`config.mk`:
```
export PLATFORM = sky130hd
export DESIGN_NAME = hazard_stall_controller_flat
export DESIGN_NICKNAME = d
export VERILOG_FILES = /design/src/rtl/hazard_pkg.sv /design/src/rtl/hazard_stall_controller_if.sv /design/src/rtl/hazard_stall_controller_load_use_detect.sv /design/src/rtl/hazard_stall_controller.sv /design/src/flat_wrapper.sv
export SDC_FILE = /design/constraint.sdc
export NUM_CORES = 1
export LEC_CHECK = 0
export ABC_AREA = 1
export BUFFER_PORTS_ARGS = -buffer_cell sky130_fd_sc_hd__buf_2
export CAP_MARGIN = 40
export CORE_MARGIN = 1.5
export CORE_UTILIZATION = 53
export CTS_CLUSTER_DIAMETER = 80
export CTS_CLUSTER_SIZE = 8
export DETAILED_ROUTE_END_ITERATION = 10
export GPL_TIMING_DRIVEN = 1
export PLACE_DENSITY = 0.92
export SLEW_MARGIN = 20
export SYNTH_ARGS = -nofsm -noshare
export SYNTH_HDL_FRONTEND = slang
export SYNTH_SLANG_ARGS = --single-unit
```
`constraint.sdc`:
```
create_clock -name clk -period 2.2 [get_ports clk]
set_input_delay 0.33 -clock clk [delete_from_list [all_inputs] [get_ports clk]]
set_output_delay 0.33 -clock clk [all_outputs]
set_load 0.01 [all_outputs]
```
`src/rtl/hazard_pkg.sv`:
```
// Shared types for the pipeline hazard/stall controller.
package hazard_pkg;

  localparam int REG_ADDR_W = 5;

  typedef enum logic [0:0] {
    RUN    = 1'b0,
    MULDIV = 1'b1
  } hazard_state_e;

endpackage

```
`src/rtl/hazard_stall_controller_if.sv`:
```
// Pipeline-side hazard inputs and pipeline-register control outputs.
// Handshake: none; every control output is a same-cycle combinational decode of the inputs and controller state.
interface hazard_stall_controller_if #(
  parameter int STALL_CNT_W = 16
);
  import hazard_pkg::*;

  logic [REG_ADDR_W-1:0]  ID_Rs;
  logic [REG_ADDR_W-1:0]  ID_Rt;
  logic                   ID_UsesRt;
  logic                   ID_EX_MemRead;
  logic [REG_ADDR_W-1:0]  ID_EX_RegisterRt;
  logic                   ID_EX_MulDiv;
  logic                   EX_BranchTaken;

  logic                   PCWrite;
  logic                   IF_ID_Write;
  logic                   IF_ID_Flush;
  logic                   ID_EX_Write;
  logic                   ID_EX_Bubble;
  logic                   EX_MEM_Bubble;
  logic                   MulDivStart;
  logic                   Busy;
  logic [STALL_CNT_W-1:0] StallCycles;

  // master: the pipeline datapath; slave: the hazard controller
  modport master (
    output ID_Rs, ID_Rt, ID_UsesRt, ID_EX_MemRead, ID_EX_RegisterRt,
           ID_EX_MulDiv, EX_BranchTaken,
    input  PCWrite, IF_ID_Write, IF_ID_Flush, ID_EX_Write, ID_EX_Bubble,
           EX_MEM_Bubble, MulDivStart, Busy, StallCycles
  );

  modport slave (
    input  ID_Rs, ID_Rt, ID_UsesRt, ID_EX_MemRead, ID_EX_RegisterRt,
           ID_EX_MulDiv, EX_BranchTaken,
    output PCWrite, IF_ID_Write, IF_ID_Flush, ID_EX_Write, ID_EX_Bubble,
           EX_MEM_Bubble, MulDivStart, Busy, StallCycles
  );

endinterface

```
`src/rtl/hazard_stall_controller_load_use_detect.sv`:
```
// Load-use hazard detect: a load in EX whose destination is read by the instruction in ID.
module load_use_detect
  import hazard_pkg::*;
(
  input  logic [REG_ADDR_W-1:0] id_rs_i,
  input  logic [REG_ADDR_W-1:0] id_rt_i,
  input  logic                  id_uses_rt_i,
  input  logic                  ex_mem_read_i,
  input  logic [REG_ADDR_W-1:0] ex_rt_i,
  output logic                  lu_o
);

  logic rs_match;
  logic rt_match;

  // r0 is hardwired zero, so a load targeting it never creates a dependency
  assign rs_match = (ex_rt_i == id_rs_i);
  assign rt_match = id_uses_rt_i && (ex_rt_i == id_rt_i);
  assign lu_o     = ex_mem_read_i && (ex_rt_i != '0) && (rs_match || rt_match);

endmodule

```
`src/rtl/hazard_stall_controller.sv`:
```
// Hazard and stall sequencer: load-use bubble, taken-branch flush, mul/div freeze
// and a saturating count of cycles in which the PC is held.
module hazard_stall_controller
  import hazard_pkg::*;
#(
  parameter int MULDIV_CYCLES = 4,
  parameter int STALL_CNT_W   = 16
) (
  input  logic                     clk,
  input  logic                     rst,
  hazard_stall_controller_if.slave bus,
  output logic [0:0]               dbg_state_o
);

  localparam logic [7:0] CNT_LOAD = 8'(MULDIV_CYCLES - 1);
  localparam logic [STALL_CNT_W-1:0] STALL_ONE = {{(STALL_CNT_W-1){1'b0}}, 1'b1};

  hazard_state_e          state_q, state_d;
  logic [7:0]             cnt_q, cnt_d;
  logic [STALL_CNT_W-1:0] stall_q;

  logic lu;
  logic pc_write, if_id_write, if_id_flush, id_ex_write;
  logic id_ex_bubble, ex_mem_bubble, muldiv_start, busy;

  load_use_detect u_load_use_detect (
    .id_rs_i       (bus.ID_Rs),
    .id_rt_i       (bus.ID_Rt),
    .id_uses_rt_i  (bus.ID_UsesRt),
    .ex_mem_read_i (bus.ID_EX_MemRead),
    .ex_rt_i       (bus.ID_EX_RegisterRt),
    .lu_o          (lu)
  );

  always_comb begin
    state_d       = state_q;
    cnt_d         = cnt_q;
    pc_write      = 1'b1;
    if_id_write   = 1'b1;
    if_id_flush   = 1'b0;
    id_ex_write   = 1'b1;
    id_ex_bubble  = 1'b0;
    ex_mem_bubble = 1'b0;
    muldiv_start  = 1'b0;
    busy          = 1'b0;
    case (state_q)
      RUN: begin
        if (bus.EX_BranchTaken) begin
          if_id_flush  = 1'b1;
          id_ex_bubble = 1'b1;
        end else if (bus.ID_EX_MulDiv) begin
          muldiv_start  = 1'b1;
          pc_write      = 1'b0;
          if_id_write   = 1'b0;
          id_ex_write   = 1'b0;
          ex_mem_bubble = 1'b1;
          cnt_d         = CNT_LOAD;
          state_d       = MULDIV;
        end else if (lu) begin
          // the bubble clears MemRead in EX next cycle, ending the stall
          pc_write     = 1'b0;
          if_id_write  = 1'b0;
          id_ex_bubble = 1'b1;
        end
      end
      MULDIV: begin
        busy = 1'b1;
        if (cnt_q != 8'd0) begin
          pc_write      = 1'b0;
          if_id_write   = 1'b0;
          id_ex_write   = 1'b0;
          ex_mem_bubble = 1'b1;
          cnt_d         = cnt_q - 8'd1;
        end else begin
          state_d = RUN;
        end
      end
      default: state_d = RUN;
    endcase
  end

  always_ff @(posedge clk or posedge rst) begin
    if (rst) begin
      state_q <= RUN;
      cnt_q   <= 8'd0;
      stall_q <= '0;
    end else begin
      state_q <= state_d;
      cnt_q   <= cnt_d;
      if (!pc_write && (stall_q != '1)) begin
        stall_q <= stall_q + STALL_ONE;
      end
    end
  end

  assign bus.PCWrite       = pc_write;
  assign bus.IF_ID_Write   = if_id_write;
  assign bus.IF_ID_Flush   = if_id_flush;
  assign bus.ID_EX_Write   = id_ex_write;
  assign bus.ID_EX_Bubble  = id_ex_bubble;
  assign bus.EX_MEM_Bubble = ex_mem_bubble;
  assign bus.MulDivStart   = muldiv_start;
  assign bus.Busy          = busy;
  assign bus.StallCycles   = stall_q;
  assign dbg_state_o       = state_q;

endmodule

```
`src/flat_wrapper.sv`:
```
// flat-port wrapper written by rule: the top's interface ports become plain ports
module hazard_stall_controller_flat import hazard_pkg::*;
#(
  parameter int MULDIV_CYCLES = 4,
  parameter int STALL_CNT_W   = 16
)
  (clk, rst, dbg_state_o, bus_ID_Rs, bus_ID_Rt, bus_ID_UsesRt, bus_ID_EX_MemRead, bus_ID_EX_RegisterRt, bus_ID_EX_MulDiv, bus_EX_BranchTaken, bus_PCWrite, bus_IF_ID_Write, bus_IF_ID_Flush, bus_ID_EX_Write, bus_ID_EX_Bubble, bus_EX_MEM_Bubble, bus_MulDivStart, bus_Busy, bus_StallCycles);
  hazard_stall_controller_if #(.STALL_CNT_W(STALL_CNT_W)) bus_i ();
  input  logic clk;
  input  logic rst;
  output logic [0:0] dbg_state_o;
  input wire logic [$bits(bus_i.ID_Rs)-1:0] bus_ID_Rs;
  input wire logic [$bits(bus_i.ID_Rt)-1:0] bus_ID_Rt;
  input wire logic [$bits(bus_i.ID_UsesRt)-1:0] bus_ID_UsesRt;
  input wire logic [$bits(bus_i.ID_EX_MemRead)-1:0] bus_ID_EX_MemRead;
  input wire logic [$bits(bus_i.ID_EX_RegisterRt)-1:0] bus_ID_EX_RegisterRt;
  input wire logic [$bits(bus_i.ID_EX_MulDiv)-1:0] bus_ID_EX_MulDiv;
  input wire logic [$bits(bus_i.EX_BranchTaken)-1:0] bus_EX_BranchTaken;
  output wire logic [$bits(bus_i.PCWrite)-1:0] bus_PCWrite;
  output wire logic [$bits(bus_i.IF_ID_Write)-1:0] bus_IF_ID_Write;
  output wire logic [$bits(bus_i.IF_ID_Flush)-1:0] bus_IF_ID_Flush;
  output wire logic [$bits(bus_i.ID_EX_Write)-1:0] bus_ID_EX_Write;
  output wire logic [$bits(bus_i.ID_EX_Bubble)-1:0] bus_ID_EX_Bubble;
  output wire logic [$bits(bus_i.EX_MEM_Bubble)-1:0] bus_EX_MEM_Bubble;
  output wire logic [$bits(bus_i.MulDivStart)-1:0] bus_MulDivStart;
  output wire logic [$bits(bus_i.Busy)-1:0] bus_Busy;
  output wire logic [$bits(bus_i.StallCycles)-1:0] bus_StallCycles;
  assign bus_i.ID_Rs = bus_ID_Rs;
  assign bus_i.ID_Rt = bus_ID_Rt;
  assign bus_i.ID_UsesRt = bus_ID_UsesRt;
  assign bus_i.ID_EX_MemRead = bus_ID_EX_MemRead;
  assign bus_i.ID_EX_RegisterRt = bus_ID_EX_RegisterRt;
  assign bus_i.ID_EX_MulDiv = bus_ID_EX_MulDiv;
  assign bus_i.EX_BranchTaken = bus_EX_BranchTaken;
  assign bus_PCWrite = bus_i.PCWrite;
  assign bus_IF_ID_Write = bus_i.IF_ID_Write;
  assign bus_IF_ID_Flush = bus_i.IF_ID_Flush;
  assign bus_ID_EX_Write = bus_i.ID_EX_Write;
  assign bus_ID_EX_Bubble = bus_i.ID_EX_Bubble;
  assign bus_EX_MEM_Bubble = bus_i.EX_MEM_Bubble;
  assign bus_MulDivStart = bus_i.MulDivStart;
  assign bus_Busy = bus_i.Busy;
  assign bus_StallCycles = bus_i.StallCycles;
  hazard_stall_controller #(.MULDIV_CYCLES(MULDIV_CYCLES), .STALL_CNT_W(STALL_CNT_W)) u_core (.clk(clk), .rst(rst), .bus(bus_i), .dbg_state_o(dbg_state_o));
endmodule
```
==> impl_metrics.csv <==
group,metric,value,unit
timing,skew,0.00235,ns
final_layout,num_antenna_cells,0,
clock_tree,cts_tree,"yes",
synthesis,ys_ff_latch,25,
detailed_routing,drt_wl_total,3950,um
timing,fmax,486,MHz
global_routing,grt_pass1_vias,1496,
floorplan,dieArea,0.00364,sq mm
timing,period_share,93.6,%
synthesis,synth_top_area_share,35.9,%
floorplan,ios,46,
placed_design,port_buffers,45,
floorplan,die_h,60.3,um
clock_tree,clock_latency,0.32,ns
critical_path,cp.required,1.87,ns
timing,hold_slack,0.0199,ns
placed_design,place.gp.congestion,0.863,
final_layout,drive_above_1_share,23.3,%
floorplan,core_area,0.00308,sq mm
detailed_routing,drc,0,
clock_tree,cts_max_level,1,
global_routing,grtUsageTotal,22.5,%
detailed_routing,first_pass_iters,4,
detailed_routing,vias,1722,
floorplan,die_w,60.3,um
timing,hold_violations,0,
critical_path,crit_type,"register to primary output",
clock_tree,clk_path_buf_depth,2,
synthesis,syn_avg_cell_area,6.91,sq um
critical_path,reg2reg_depth,9,
final_layout,fin_util,66.3,%
timing,worstMarginPinSlew,0.365,ns
critical_path,startpoint_type,"register",
outcome,run_status,"finished clean",
floorplan,rows,20,
synthesis,ys_seq_area_share,35.9,%
synthesis,yosysWarnings,0,
global_routing,grt_max_degree,26,
detailed_routing,via_per_inst,4.99,
critical_path,r2r-end,"u_core.bus.StallCycles[13]",
power,powerDensity,957,mW/mm^2
power,finalPower,1.95,mW
critical_path,crit_fanout,6,
final_layout,n_fill_cell,273,
floorplan,start_util,56.5,%
clock_tree,path_clk_slew,0.13,ns
timing,setup_viol,0,
clock_tree,cts_num_sinks,25,
power,peakVddDrop,0.000539,V
synthesis,synth_fp_nets,276,
critical_path,r2r_slack,0.37,ns
global_routing,antenna_found_initial,0,
final_layout,nets,326,
critical_path,cp.buffers_inverters,3,
critical_path,slowest_delay,0.42,ns
min_path,hp-class,"input pin to asynchronous set/reset pin",
synthesis,synth.area.top_cells,"dfrtp_1 36%, nand2_1 18%, nand3_1 8.1%, inv_1 6.3%, nor2_1 5.8%",
clock_tree,ctsHoldBuffers,0,
timing,slew_headroom,75.5,%
timing,post-route-min-period,2.06,ns
critical_path,critPathTopFamily,"simple AND/OR/NAND/NOR gates",
synthesis,synthCells,252,
timing,slew_violations,0,
detailed_routing,wl_per_cell,11.5,um
job,drv_cap,0,
final_layout,syn2layout_area_growth,17.3,%
synthesis,synth.distinct_cells,27,
detailed_routing,ant_nets,0,
critical_path,crit_arrival,1.73,ns
clock_tree,cts_root_buf,"clkbuf_4",
detailed_routing,drtIter0Drc,69,
critical_path,critPathSlowestCell,"dfrtp_1",
final_layout,seqCellArea,626,sq um
synthesis,yosysTopAreaCell,"dfrtp_1",
global_routing,grt_first_pass_wirelength,6200,um
placed_design,place_hpwl,2790,um
critical_path,startpoint,"u_core.cnt_q[0]",
clock_tree,cts_buffers,3,
final_layout,multi_input_area,946,sq um
power,leakage,1.13,nW
critical_path,crit_path_end_kind,"primary output",
critical_path,r2r_start,"u_core.bus.StallCycles[0]",
critical_path,crit_chain,"inv_2, ha_1, nand4_1, nor2_2, nor2_1, nand3_2, nand2_4, inv_1, buf_2",
global_routing,overflow,0,
synthesis,synth_area,0.00174,sq mm
final cells by class:
class	count	share of cell area [%]
clock buffers	4	1.29
inverters	33	6.19
multi-input cells	189	46.3
flip-flops and latches	25	30.6
well taps	44	2.70
repair buffers	50	12.9
per-layer routing:
metal | GRT usage (%) | vias to the layer above | part of all wire [%]
li1 | - | 892 | -
met1 | 30.6 | 764 | 45
met2 | 36.8 | 61 | 48
met3 | 2.81 | 5 | 5.2
met4 | 8.25 | 0 | 1.4
met5 | 0 | - | 0
cell families after synthesis:
logic type	count (synthesis)	share of synthesized area (%)
simple gates	159	41.1
flops	25	35.9
xor+xnor	13	6.54
compound gates	13	3.95
fa+ha+maj	3	2.16
buf+inv	39	10.4
worst register-to-register path: stages (launching register included):
cell and delay, ns:
dfrtp_1 0.45, ha_1 0.23, nand3_2 0.11, nor2_2 0.19
nand3_2 0.11, nor2_2 0.10, nand2_2 0.20, nand2_4 0.25
nand2_1 0.08, nand2_1 0.06
registers in the layout, indices dropped and copies added (netlist names):
signal and count:
u_core.cnt_q 8, u_core.dbg_state_o 1, u_core.bus.StallCycles 16
worst max-delay path by stage:
| stage | to | slack (ns) | depth (start not counted) |
|---|---|---|---|
| 6_report | bus_IF_ID_Write | 0.14 | 9 |
| 5_1_grt | bus_PCWrite | -0.004 | 9 |
| 4_1_cts | bus_PCWrite | 0.002 | 9 |
| 3_5_place_dp | bus_IF_ID_Write | 0.36 | 9 |
| 3_3_place_gp | bus_PCWrite | 0.43 | 9 |
| 2_1_floorplan | bus_PCWrite | 0.27 | 11 |
through the flow:
| step | setup TNS, ns | instances | instance area, sq um | setup WS [ns] |
|---|---|---|---|---|
| 3_5_place_dp | 0 | 337 | 1980 | 0.359 |
| 5_1_grt | -0.00539 | 345 | 2040 | -0.00396 |
| 4_1_cts | 0 | 342 | 2020 | 0.00242 |
| 2_1_floorplan | 0 | 252 | 1740 | 0.268 |
| 6_report | 0 | 345 | 2040 | 0.141 |
| 3_3_place_gp | 0 | 337 | 1980 | 0.429 |
synthesized netlist by cell type (all sizes together):
| library cell | n |
|---|---|
| dfrtp | 25 |
| nor3b | 1 |
| nor3 | 4 |
| a21boi | 1 |
| nand3 | 30 |
| or2 | 1 |
| o21ai | 6 |
| xnor2 | 6 |
| buf | 6 |
| nand2 | 86 |
| nand4 | 6 |
| ha | 3 |
| a21oi | 5 |
| a31oi | 1 |
| inv | 33 |
| nor2 | 31 |
| xor2 | 7 |
what timing repair did:
action,CTS,global route
pin swaps,1,3
gates cloned,0,1
endpoints found under the setup margin,2,2
resized for setup,0,2
buffers inserted,1,2
power breakdown:
part	internal (mW)	total, mW	switching, mW
clock	0.0711	0.210	0.139
combinational	0.385	0.977	0.592
sequential	0.605	0.767	0.161
layout by cell type, fill, tap and decap left out, drive strengths merged, types with 4 or more instances in the layout:
| cell | n |
|---|---|
| nand2 | 87 |
| buf | 50 |
| inv | 33 |
| nor2 | 31 |
| nand3 | 30 |
| dfrtp | 25 |
| xor2 | 7 |
| xnor2 | 6 |
| o21ai | 6 |
| nand4 | 6 |
| a21oi | 5 |
| nor3 | 4 |
| clkbuf | 4 |
(Power assumes the default switching activity.)
